<file path="config.mk">
export PLATFORM = sky130hd
export DESIGN_NAME = nk_game_engine_flat
export DESIGN_NICKNAME = d
export VERILOG_FILES = /design/src/rtl/nk_game_engine_if.sv /design/src/rtl/nk_game_engine.sv /design/src/flat_wrapper.sv
export SDC_FILE = /design/constraint.sdc
export NUM_CORES = 1
export LEC_CHECK = 0
export CAP_MARGIN = 25
export CORE_MARGIN = 3
export CORE_UTILIZATION = 50
export CTS_CLUSTER_SIZE = 10
export DETAILED_ROUTE_END_ITERATION = 8
export GPL_TIMING_DRIVEN = 1
export PLACE_DENSITY_LB_ADDON = 0.2
export SLEW_MARGIN = 10
export SYNTH_ARGS = -nofsm -noshare
export SYNTH_HDL_FRONTEND = slang
export SYNTH_SLANG_ARGS = --single-unit
</file>
<file path="constraint.sdc">
create_clock -name clk -period 6.2 [get_ports clk]
set_input_delay 1.24 -clock clk [delete_from_list [all_inputs] [get_ports clk]]
set_output_delay 1.24 -clock clk [all_outputs]
set_load 0.01 [all_outputs]
</file>
<file path="src/rtl/nk_game_engine_if.sv">
// Move-request handshake between a player front-end and nk_game_engine.
interface nk_game_engine_if #(
  parameter int CW = 2
);
  logic          move_valid;
  logic [CW-1:0] move_row;
  logic [CW-1:0] move_col;
  logic          move_ready;

  modport master (output move_valid, move_row, move_col, input move_ready);
  modport slave  (input move_valid, move_row, move_col, output move_ready);
endinterface

</file>
<file path="src/rtl/nk_game_engine.sv">
// N x N, K-in-a-row two-player board engine: move handshake, sequential win
// scan around the last stone, persistent scores and 7-segment result display.
module nk_game_engine #(
  parameter int  N       = 3,
  parameter int  K       = 3,
  parameter int  SCORE_W = 4,
  localparam int CW      = ($clog2(N) > 1) ? $clog2(N) : 1,
  localparam int CELLS   = N * N
) (
  input  logic                 clk,
  input  logic                 reset,
  input  logic                 new_game,
  nk_game_engine_if.slave      mv,
  output logic                 illegal,
  output logic                 busy,
  output logic [1:0]           current_player,
  output logic [2*CELLS-1:0]   board,
  output logic [CELLS-1:0]     leds,
  output logic [1:0]           winner,
  output logic                 draw,
  output logic                 game_over,
  output logic [SCORE_W-1:0]   score1,
  output logic [SCORE_W-1:0]   score2,
  output logic [6:0]           win1,
  output logic [6:0]           win2
);

  localparam int IW = $clog2(CELLS);
  localparam int MW = $clog2(CELLS + 1);
  localparam int RW = $clog2(K + 1);
  localparam int PW = CW + 2;
  localparam logic signed [PW-1:0] NS = PW'(N);

  localparam logic [6:0] SEG_BLANK = 7'b1111111;
  localparam logic [6:0] SEG_ONE   = 7'b1001111;
  localparam logic [6:0] SEG_TWO   = 7'b0010010;
  localparam logic [6:0] SEG_D     = 7'b1000010;

  typedef enum logic [1:0] {IDLE, CHECK, DONE} state_t;

  state_t                 state_q, state_n;
  logic [2*CELLS-1:0]     board_q, board_n;
  logic [MW-1:0]          move_cnt_q, move_cnt_n;
  logic [1:0]             player_q, player_n;
  logic [1:0]             starter_q, starter_n;
  logic [1:0]             winner_q, winner_n;
  logic                   draw_q, draw_n;
  logic [SCORE_W-1:0]     score1_q, score1_n, score2_q, score2_n;
  logic [6:0]             win1_q, win1_n, win2_q, win2_n;
  logic                   illegal_q, illegal_n;
  logic [1:0]             dir_q, dir_n;
  logic                   back_q, back_n;
  logic signed [PW-1:0]   pos_r_q, pos_r_n, pos_c_q, pos_c_n;
  logic [CW-1:0]          org_r_q, org_r_n, org_c_q, org_c_n;
  logic [RW-1:0]          run_q, run_n;

  logic                   req_inb, req_free;
  logic [IW-1:0]          req_idx, nxt_idx;
  logic signed [PW-1:0]   dr, dc, nr, nc;
  logic                   nxt_inb, nxt_match;
  logic [RW-1:0]          run_inc;
  logic                   accept, win_hit, scan_done;

  assign game_over      = (winner_q != 2'b00) | draw_q;
  assign mv.move_ready  = (state_q == IDLE) && !game_over;
  assign busy           = (state_q == CHECK);
  assign illegal        = illegal_q;
  assign current_player = player_q;
  assign board          = board_q;
  assign winner         = winner_q;
  assign draw           = draw_q;
  assign score1         = score1_q;
  assign score2         = score2_q;
  assign win1           = win1_q;
  assign win2           = win2_q;

  always_comb begin
    leds = '0;
    for (int unsigned i = 0; i < CELLS; i++) leds[i] = |board_q[2*i +: 2];
  end

  // Requested cell lookup and the one-cell-per-cycle walk probe.
  always_comb begin
    req_inb  = ({1'b0, mv.move_row} < (CW+1)'(N)) && ({1'b0, mv.move_col} < (CW+1)'(N));
    req_idx  = IW'(mv.move_row) * IW'(N) + IW'(mv.move_col);
    req_free = req_inb && (board_q[2*req_idx +: 2] == 2'b00);

    dr = '0;
    dc = '0;
    unique case (dir_q)
      2'd0:    dc = PW'(1);
      2'd1:    dr = PW'(1);
      2'd2:    begin dr = PW'(1); dc = PW'(1); end
      default: begin dr = PW'(1); dc = '1;     end
    endcase
    if (back_q) begin
      dr = -dr;
      dc = -dc;
    end
    nr        = pos_r_q + dr;
    nc        = pos_c_q + dc;
    nxt_inb   = !nr[PW-1] && (nr < NS) && !nc[PW-1] && (nc < NS);
    nxt_idx   = IW'(nr[CW-1:0]) * IW'(N) + IW'(nc[CW-1:0]);
    nxt_match = nxt_inb && (board_q[2*nxt_idx +: 2] == player_q);
    run_inc   = run_q + 1'b1;
  end

  always_comb begin
    state_n    = state_q;
    board_n    = board_q;
    move_cnt_n = move_cnt_q;
    player_n   = player_q;
    starter_n  = starter_q;
    winner_n   = winner_q;
    draw_n     = draw_q;
    score1_n   = score1_q;
    score2_n   = score2_q;
    win1_n     = win1_q;
    win2_n     = win2_q;
    illegal_n  = 1'b0;
    dir_n      = dir_q;
    back_n     = back_q;
    pos_r_n    = pos_r_q;
    pos_c_n    = pos_c_q;
    org_r_n    = org_r_q;
    org_c_n    = org_c_q;
    run_n      = run_q;
    accept     = mv.move_valid && mv.move_ready;
    win_hit    = 1'b0;
    scan_done  = 1'b0;

    unique case (state_q)
      IDLE: begin
        if (accept && req_free) begin
          board_n[2*req_idx +: 2] = player_q;
          move_cnt_n = move_cnt_q + 1'b1;
          dir_n      = 2'd0;
          back_n     = 1'b0;
          pos_r_n    = PW'(mv.move_row);
          pos_c_n    = PW'(mv.move_col);
          org_r_n    = mv.move_row;
          org_c_n    = mv.move_col;
          run_n      = RW'(1);
          state_n    = CHECK;
        end else if (accept) begin
          illegal_n = 1'b1;
        end
      end
      CHECK: begin
        // A failed probe ends the forward walk, then the backward walk, then the direction.
        if (nxt_match) begin
          run_n   = run_inc;
          pos_r_n = nr;
          pos_c_n = nc;
          if (run_inc >= RW'(K)) win_hit = 1'b1;
        end else if (!back_q) begin
          back_n  = 1'b1;
          pos_r_n = PW'(org_r_q);
          pos_c_n = PW'(org_c_q);
        end else if (dir_q != 2'd3) begin
          dir_n   = dir_q + 1'b1;
          back_n  = 1'b0;
          pos_r_n = PW'(org_r_q);
          pos_c_n = PW'(org_c_q);
          run_n   = RW'(1);
        end else begin
          scan_done = 1'b1;
        end
      end
      DONE: ;
      default: state_n = IDLE;
    endcase

    if (win_hit) begin
      winner_n = player_q;
      state_n  = DONE;
      if (player_q == 2'b01) begin
        if (score1_q != '1) score1_n = score1_q + 1'b1;
        win1_n = SEG_ONE;
      end else begin
        if (score2_q != '1) score2_n = score2_q + 1'b1;
        win2_n = SEG_TWO;
      end
    end else if (scan_done) begin
      if (move_cnt_q == MW'(CELLS)) begin
        draw_n  = 1'b1;
        win1_n  = SEG_D;
        state_n = DONE;
      end else begin
        player_n = ~player_q;
        state_n  = IDLE;
      end
    end

    if (new_game) begin
      state_n    = IDLE;
      board_n    = '0;
      move_cnt_n = '0;
      player_n   = starter_q;
      starter_n  = ~starter_q;
      winner_n   = 2'b00;
      draw_n     = 1'b0;
      win1_n     = SEG_BLANK;
      win2_n     = SEG_BLANK;
      illegal_n  = 1'b0;
    end
  end

  always_ff @(posedge clk) begin
    if (reset) begin
      state_q    <= IDLE;
      board_q    <= '0;
      move_cnt_q <= '0;
      player_q   <= 2'b01;
      starter_q  <= 2'b10;
      winner_q   <= 2'b00;
      draw_q     <= 1'b0;
      score1_q   <= '0;
      score2_q   <= '0;
      win1_q     <= SEG_BLANK;
      win2_q     <= SEG_BLANK;
      illegal_q  <= 1'b0;
      dir_q      <= '0;
      back_q     <= 1'b0;
      pos_r_q    <= '0;
      pos_c_q    <= '0;
      org_r_q    <= '0;
      org_c_q    <= '0;
      run_q      <= '0;
    end else begin
      state_q    <= state_n;
      board_q    <= board_n;
      move_cnt_q <= move_cnt_n;
      player_q   <= player_n;
      starter_q  <= starter_n;
      winner_q   <= winner_n;
      draw_q     <= draw_n;
      score1_q   <= score1_n;
      score2_q   <= score2_n;
      win1_q     <= win1_n;
      win2_q     <= win2_n;
      illegal_q  <= illegal_n;
      dir_q      <= dir_n;
      back_q     <= back_n;
      pos_r_q    <= pos_r_n;
      pos_c_q    <= pos_c_n;
      org_r_q    <= org_r_n;
      org_c_q    <= org_c_n;
      run_q      <= run_n;
    end
  end

endmodule

</file>
<file path="src/flat_wrapper.sv">
// flat-port wrapper written by rule: the top's interface ports become plain ports
module nk_game_engine_flat 
#(
  parameter int  N       = 3,
  parameter int  K       = 3,
  parameter int  SCORE_W = 4,
  localparam int CW      = ($clog2(N) > 1) ? $clog2(N) : 1,
  localparam int CELLS   = N * N
)
  (clk, reset, new_game, illegal, busy, current_player, board, leds, winner, draw, game_over, score1, score2, win1, win2, mv_move_valid, mv_move_row, mv_move_col, mv_move_ready);
  nk_game_engine_if #(.CW(2)) mv_i ();
  input  logic clk;
  input  logic reset;
  input  logic new_game;
  output logic illegal;
  output logic busy;
  output logic [1:0] current_player;
  output logic [2*CELLS-1:0] board;
  output logic [CELLS-1:0] leds;
  output logic [1:0] winner;
  output logic draw;
  output logic game_over;
  output logic [SCORE_W-1:0] score1;
  output logic [SCORE_W-1:0] score2;
  output logic [6:0] win1;
  output logic [6:0] win2;
  input wire logic [$bits(mv_i.move_valid)-1:0] mv_move_valid;
  input wire logic [$bits(mv_i.move_row)-1:0] mv_move_row;
  input wire logic [$bits(mv_i.move_col)-1:0] mv_move_col;
  output wire logic [$bits(mv_i.move_ready)-1:0] mv_move_ready;
  assign mv_i.move_valid = mv_move_valid;
  assign mv_i.move_row = mv_move_row;
  assign mv_i.move_col = mv_move_col;
  assign mv_move_ready = mv_i.move_ready;
  nk_game_engine #(.N(N), .K(K), .SCORE_W(SCORE_W)) u_core (.clk(clk), .reset(reset), .new_game(new_game), .mv(mv_i), .illegal(illegal), .busy(busy), .current_player(current_player), .board(board), .leds(leds), .winner(winner), .draw(draw), .game_over(game_over), .score1(score1), .score2(score2), .win1(win1), .win2(win2));
endmodule
</file>
## Word-level counts from Yosys, hierarchy flattened

Index checks and enable logic that the tools add are counted.
W data, S select, Z words.

- Flip-flop bits (word level): 69
- Input port bits: 8
- Output and inout port bits: 58

- Add/sub/neg operators: 12
- $mul: 2
- $lt $le $gt $ge: 5
- Eq/ne operators: 24
- Shift-type cells: 4
- Multiplexer cells: 49
- Bitwise logic cells: 6
- Reduce and logical (&&, ||, !) cells: 47

Operator list:

| kind | count |
|---|---|
| $mux W4 | 10 |
| $shiftx A18 B6 Y2 | 2 |
| $neg A5 Y34 | 1 |
| $shift A2 B34 Y18 const A | 1 |
| $shiftx A2 B34 Y18 | 1 |
| $mux W2 | 15 |
| $mux W7 | 4 |
| $pmux W4 S2 | 3 |
| $reduce_or A2 Y1 | 12 |
| $reduce_and A3 Y1 | 7 |
| $bwmux W18 | 1 |
| $add A4 B1 Y4 const B | 3 |
| $mux W1 | 12 |
| $ne A2 B2 Y1 const B | 6 |
| $ne A4 B4 Y1 const B | 3 |
| $pmux W2 S2 | 3 |
| $reduce_bool A2 Y1 | 5 |
| $logic_and A1 B1 Y1 | 9 |
| $ne A3 B1 Y1 const B | 3 |
| $add A4 B2 Y4 | 2 |
| $add A4 B4 Y4 | 2 |
| $lt A4 B3 Y1 const B | 2 |
| $mul A2 B2 Y4 const B | 2 |
| $reduce_and A2 Y1 | 4 |
| other kinds (22) | 36 |

## Logic depth before layout (Yosys ltp)

- Depth after elaboration: 15
- Gate-level depth with buffers: 21
- Mapped depth without buffers: 19

## Least setup slack after synthesis

OpenSTA, ideal clock, no wires.

- Path type: flip-flop to flip-flop
- From: register u_core.dir_q[1]
- To: register u_core.score1_q[2] (netlist: u_core.score1[2])
- Setup time: 122 ps
- Data arrival time: 4551 ps
- Data required time: 6078 ps
- Setup slack: 1528 ps
- Cell stages (with the launch flop): 22
- Path buffers: 2
- Cell sequence: dfxtp_1 -> inv_1 -> ha_1 -> inv_1 -> ha_1 -> o21ai_0 -> inv_1 -> fa_1 -> inv_1 -> fa_1 -> ha_1 -> inv_1 -> fa_1 -> nor2b_1 -> and2_1 -> o311a_1 -> o2111a_1 -> buf_6 -> and3_1 -> buf_4 -> a31o_1 -> o311a_1

- Word-level cells in the longest chain between the ends: 13

RTL lines:

| element | line | RTL |
|---|---|---|
| from (decl) | nk_game_engine.sv:51 | `logic [1:0] dir_q, dir_n;` |
| from (signal assigned) | nk_game_engine.sv:243 | `dir_q <= dir_n;` |
| $logic_not A2 Y1 / $eq A2 B2 Y1 (equally long branches) | nk_game_engine.sv:90 | `unique case (dir_q)` |
| $mux W1 / $reduce_or A2 Y1 (equally long branches) | -- |  |
| $neg A1 Y4 / $pmux W4 S2 (equally long branches) | nk_game_engine.sv:97, nk_game_engine.sv:90 |  |
| $mux W4 / $neg A4 Y4 (equally long branches) | nk_game_engine.sv:96, nk_game_engine.sv:98 |  |
| $add A4 B4 Y4 / $mux W4 (equally long branches) | nk_game_engine.sv:100, nk_game_engine.sv:96 |  |
| $mul A2 B2 Y4 (tied with other cells) | nk_game_engine.sv:103 | `nxt_idx = IW'(nr[CW-1:0]) * IW'(N) + IW'(nc[CW-1:0]);` |
| $add A4 B2 Y4 (tied with other cells) | nk_game_engine.sv:103 |  |
| $shiftx A18 B6 Y2 / $logic_and A1 B1 Y1 (equally long branches) | nk_game_engine.sv:104, nk_game_engine.sv:102 |  |
| $eq A2 B2 Y1 / $logic_and A1 B1 Y1 (equally long branches) | nk_game_engine.sv:104, nk_game_engine.sv:102 |  |
| $logic_and A1 B1 Y1 (*) | nk_game_engine.sv:104 | `nxt_match = nxt_inb && (board_q[2*nxt_idx +: 2] == player_q);` |
| $mux W1 (*) | nk_game_engine.sv:151 | `if (nxt_match) begin` |
| $mux W1 (*) | nk_game_engine.sv:132 | `unique case (state_q)` |
| $reduce_and A3 Y1 (no source line) (*) | -- |  |
| to (signal assigned) | nk_game_engine.sv:238 | `score1_q <= score1_n;` |
| to (decl) | nk_game_engine.sv:48 | `logic [SCORE_W-1:0] score1_q, score1_n, score2_q, score2_n;` |

Mark *: on every way between the ends. The rest lies on a longest branch, timed or not.
A chain may end at the register's enable or synchronous reset.

## Final worst setup path

- From: register u_core.dir_q[1]
- To: register u_core.score1_q[3] (netlist: u_core.score1[3])

The elaborated chain is that of the path after synthesis.

==> metrics.cfg <==
[run_status]
status=complete, no violations

[route]
drt_iter0_drc=213
routed-via-count=3532
drt-wirelength-per-cell_microns=16.99
drtAntennaViolNets=0
viasPerCell=5.800
drtPass1Iterations=5
drt-total-wl_microns=10340
drc_errors=0

[clocking]
postCtsHoldBufs=0
cts_tree=done
postCtsSetupBuffers=0
cts_buffers=9
cts_sinks=60
clock-root-buffer=clkbuf_8
clkTransAtPathRegs_ns=0.07
h-tree-depth=3
clock_path_buffers=2
clock_latency_ns=0.34
post_cts_resized=0

[synth]
synth.distinct_cells=69
async_flop_share=0
synth_edf_count=0
ys.flop_type=dfxtp_1
ys_seq_area_frac=0.2998
synth_warnings=0
syn_inst=453
yosys_register_bits=60
synth_area_sq_um=4006
synth_area_per_cell_sq_um=8.844

[finish]
area_delta_synth_final_pct=20.99
layout_common_cells=clkdlybuf4s50_1, dfxtp_1, nor2_1
final.fill_count=701
drive_above_1_share=0.09467
num_antenna_cells=0
instances_no_fill=609
nets=546
final_common_cell=clkdlybuf4s50_1

[timing]
max_freq_mhz=186.4
fin_crit_ns=5.365
tightest_slew_ns=0.5851
fin_tns_setup_ns=0
post-route-period-util=0.8654
hold_viol=0
worst_slack_ns=0.8346
relSlewSlack=0.5998
drv_slew=0
setup_viol=0
grt_setup_unrepaired=false
skew_ns=0.006678

[global_routing]
grt.total_usage=0.2390
grt_max_degree=33
grt_pass1_vias=3333
antenna_found_initial=0
grt_pass1_wl_microns=16860
grt_overflow_total=0

[power_and_ir_drop]
power.switching_fraction=0.3262
combPwrFrac=0.278
p_clk_frac=0.373
leakagePower_nw=2.035
p_sw_uw=378.7
p_int_uw=782.3
worst_ir_drop_vdd_mv=0.1600
pwr-share-seq=0.350
powerDensity_nw_per_um2=239.5

[setup_path]
crit_buf_inv=5
reg2reg_to=u_core.score1[3]$_SDFFE_PP0P_
max_stage_delay_ns=0.61
worstPathRequired_ns=6.46
crit_type=register to register
crit_path_end_kind=register
cpMostUsedCell=inv_1
arrival_ns=5.62
path_cells=inv_1, ha_1, inv_1, ha_1, o21ai_0, inv_1, fa_1, inv_1, fa_1, ha_1, inv_1, fa_1, nor3b_1, nand4_1, o31ai_1, o2111a_1, and3_1, a31oi_1, a211oi_1
regToRegSetupSlack_ns=0.83
rr_startpoint=u_core.dir_q[1]$_SDFFE_PP0P_
cp_top_family=adder cells
start_kind=register
slowest_stage=fa_1
rr_worst_depth=19
critPathMaxFanout=10

[min_path]
hp-start=u_core.run_q[1]$_SDFFE_PP0P_
holdPathStages=2
hold_path_end=u_core.run_q[1]$_SDFFE_PP0P_
holdCritPathClass=register to register

[flow_run]
cap_violations=0

[floorplanning]
die_area_sq_um=9123
io-pin-count=66
std_cell_rows=32
die_w_microns=95.52
core_area_sq_um=7767
start_util=0.5158
die_h_microns=95.52

[placement]
pre_cts_ws_ns=0.8739
dp.cells=593
hpwl_microns=7680
io_buffers=61
gp_congestion=0.9297

==> worst max-delay path by stage <==
| stage | from | to | slack (ns) | depth (start not counted) |
|---|---|---|---|---|
| after floorplan | u_core.dir_q[1]$_SDFFE_PP0P_ | u_core.score1[2]$_SDFFE_PP0P_ | 1.53 | 21 |
| after global placement | mv_move_col[1] | u_core.board[16]$_SDFFE_PP0P_ | 1.01 | 14 |
| after detailed placement | u_core.dir_q[1]$_SDFFE_PP0P_ | u_core.score1[3]$_SDFFE_PP0P_ | 0.87 | 19 |
| after CTS | u_core.dir_q[1]$_SDFFE_PP0P_ | u_core.score1[3]$_SDFFE_PP0P_ | 0.81 | 19 |
| after global routing | u_core.dir_q[1]$_SDFFE_PP0P_ | u_core.score1[3]$_SDFFE_PP0P_ | 0.36 | 19 |
| final | u_core.dir_q[1]$_SDFFE_PP0P_ | u_core.score1[3]$_SDFFE_PP0P_ | 0.83 | 19 |
==> final cells by class <==
| class | count | area [sq um] | share of cell area |
|---|---|---|---|
| multi-input cells | 328 | 2499 | 0.5155 |
| flip-flops and latches | 60 | 1201 | 0.2478 |
| repair buffers | 64 | 633.1 | 0.1306 |
| inverters | 39 | 146.4 | 0.03020 |
| clock buffers | 10 | 127.6 | 0.02633 |
| well taps | 102 | 127.6 | 0.02633 |
| clock inverters | 6 | 112.6 | 0.02323 |
==> sequential cells by signal (all words and copies together), names as in the netlist <==
register and flops:
u_core.back_q 1, u_core.board 18, u_core.current_player 2, u_core.dir_q 2
u_core.draw 1, u_core.illegal 1, u_core.move_cnt_q 4, u_core.org_c_q 2
u_core.org_r_q 2, u_core.pos_c_q 4, u_core.pos_r_q 4, u_core.run_q 2
u_core.score1 4, u_core.score2 4, u_core.starter_q 2, u_core.state_q 2
u_core.win1 2, u_core.win2 1, u_core.winner 2
==> worst register-to-register path, delay by kind of cell (launching register included) <==
kind                     cells  cell delay (ns)
AO/OA/AOI/OAI                5             1.29
buffers and inverters        5             0.39
AND/OR/NAND/NOR              3             0.99
flip-flops                   1             0.38
adder cells (fa/ha/maj)      6             2.24
==> metrics by stage <==
step	cell area (sq um)	hold slack [ns]	util	total power, mW
floorplan	4018	0.4456	-	0.6715
global placement	4607	0.4549	0.5931	0.7255
detailed placement	4607	0.4732	0.5931	0.7316
CTS	4847	0.4842	0.6240	1.163
global route	4847	0.4964	0.6240	1.214
finish	4847	0.4791	0.6240	1.161
==> Yosys cell counts (all sizes together), types with 4 or more instances <==
| master | n | area share |
|---|---|---|
| dfxtp | 60 | 0.30 |
| nor2 | 54 | 0.051 |
| inv | 35 | 0.033 |
| ha | 30 | 0.094 |
| nand2 | 22 | 0.021 |
| a21oi | 19 | 0.027 |
| mux2i | 19 | 0.047 |
| nor3 | 19 | 0.024 |
| buf | 17 | 0.032 |
| o21ai | 14 | 0.017 |
| clkbuf | 12 | 0.011 |
| nand3 | 12 | 0.015 |
| xnor2 | 10 | 0.027 |
| nand4 | 8 | 0.020 |
| nor3b | 8 | 0.015 |
| a31o | 7 | 0.015 |
| a211oi | 6 | 0.012 |
| and3 | 6 | 0.0097 |
| fa | 6 | 0.030 |
| o21a | 6 | 0.011 |
| or2 | 6 | 0.0094 |
| and2 | 5 | 0.0078 |
| nor4 | 5 | 0.0078 |
| clkinv | 4 | 0.0037 |
| mux2 | 4 | 0.012 |
| mux4 | 4 | 0.022 |
| nor2b | 4 | 0.0069 |
| o2111ai | 4 | 0.0087 |
==> cells by family after synthesis <==
family / Yosys count / synth area share
buf+inv: 68 / 0.07932
compound gates: 87 / 0.1633
fa+ha+maj: 36 / 0.1237
other cells: 1 / 0.0009360
simple gates: 159 / 0.2058
flops: 60 / 0.2998
mux: 27 / 0.08213
xor+xnor: 15 / 0.04498
==> metal layers <==
metal	up-vias	track usage	share of wire
met5	-	0	0
met4	0	0.07464	0.018
met3	19	0.05919	0.064
met2	116	0.3889	0.48
met1	1703	0.3119	0.44
li1	1694	-	-
==> power groups by stage <==
stage	sequential, mW	combinational, mW	clock, mW
2_1_floorplan	0.409	0.263	0
3_3_place_gp	0.414	0.311	0
3_5_place_dp	0.414	0.317	0
4_1_cts	0.406	0.320	0.438
5_1_grt	0.407	0.351	0.456
6_report	0.406	0.322	0.433
Note: power is estimated with default switching activity, not from simulation.
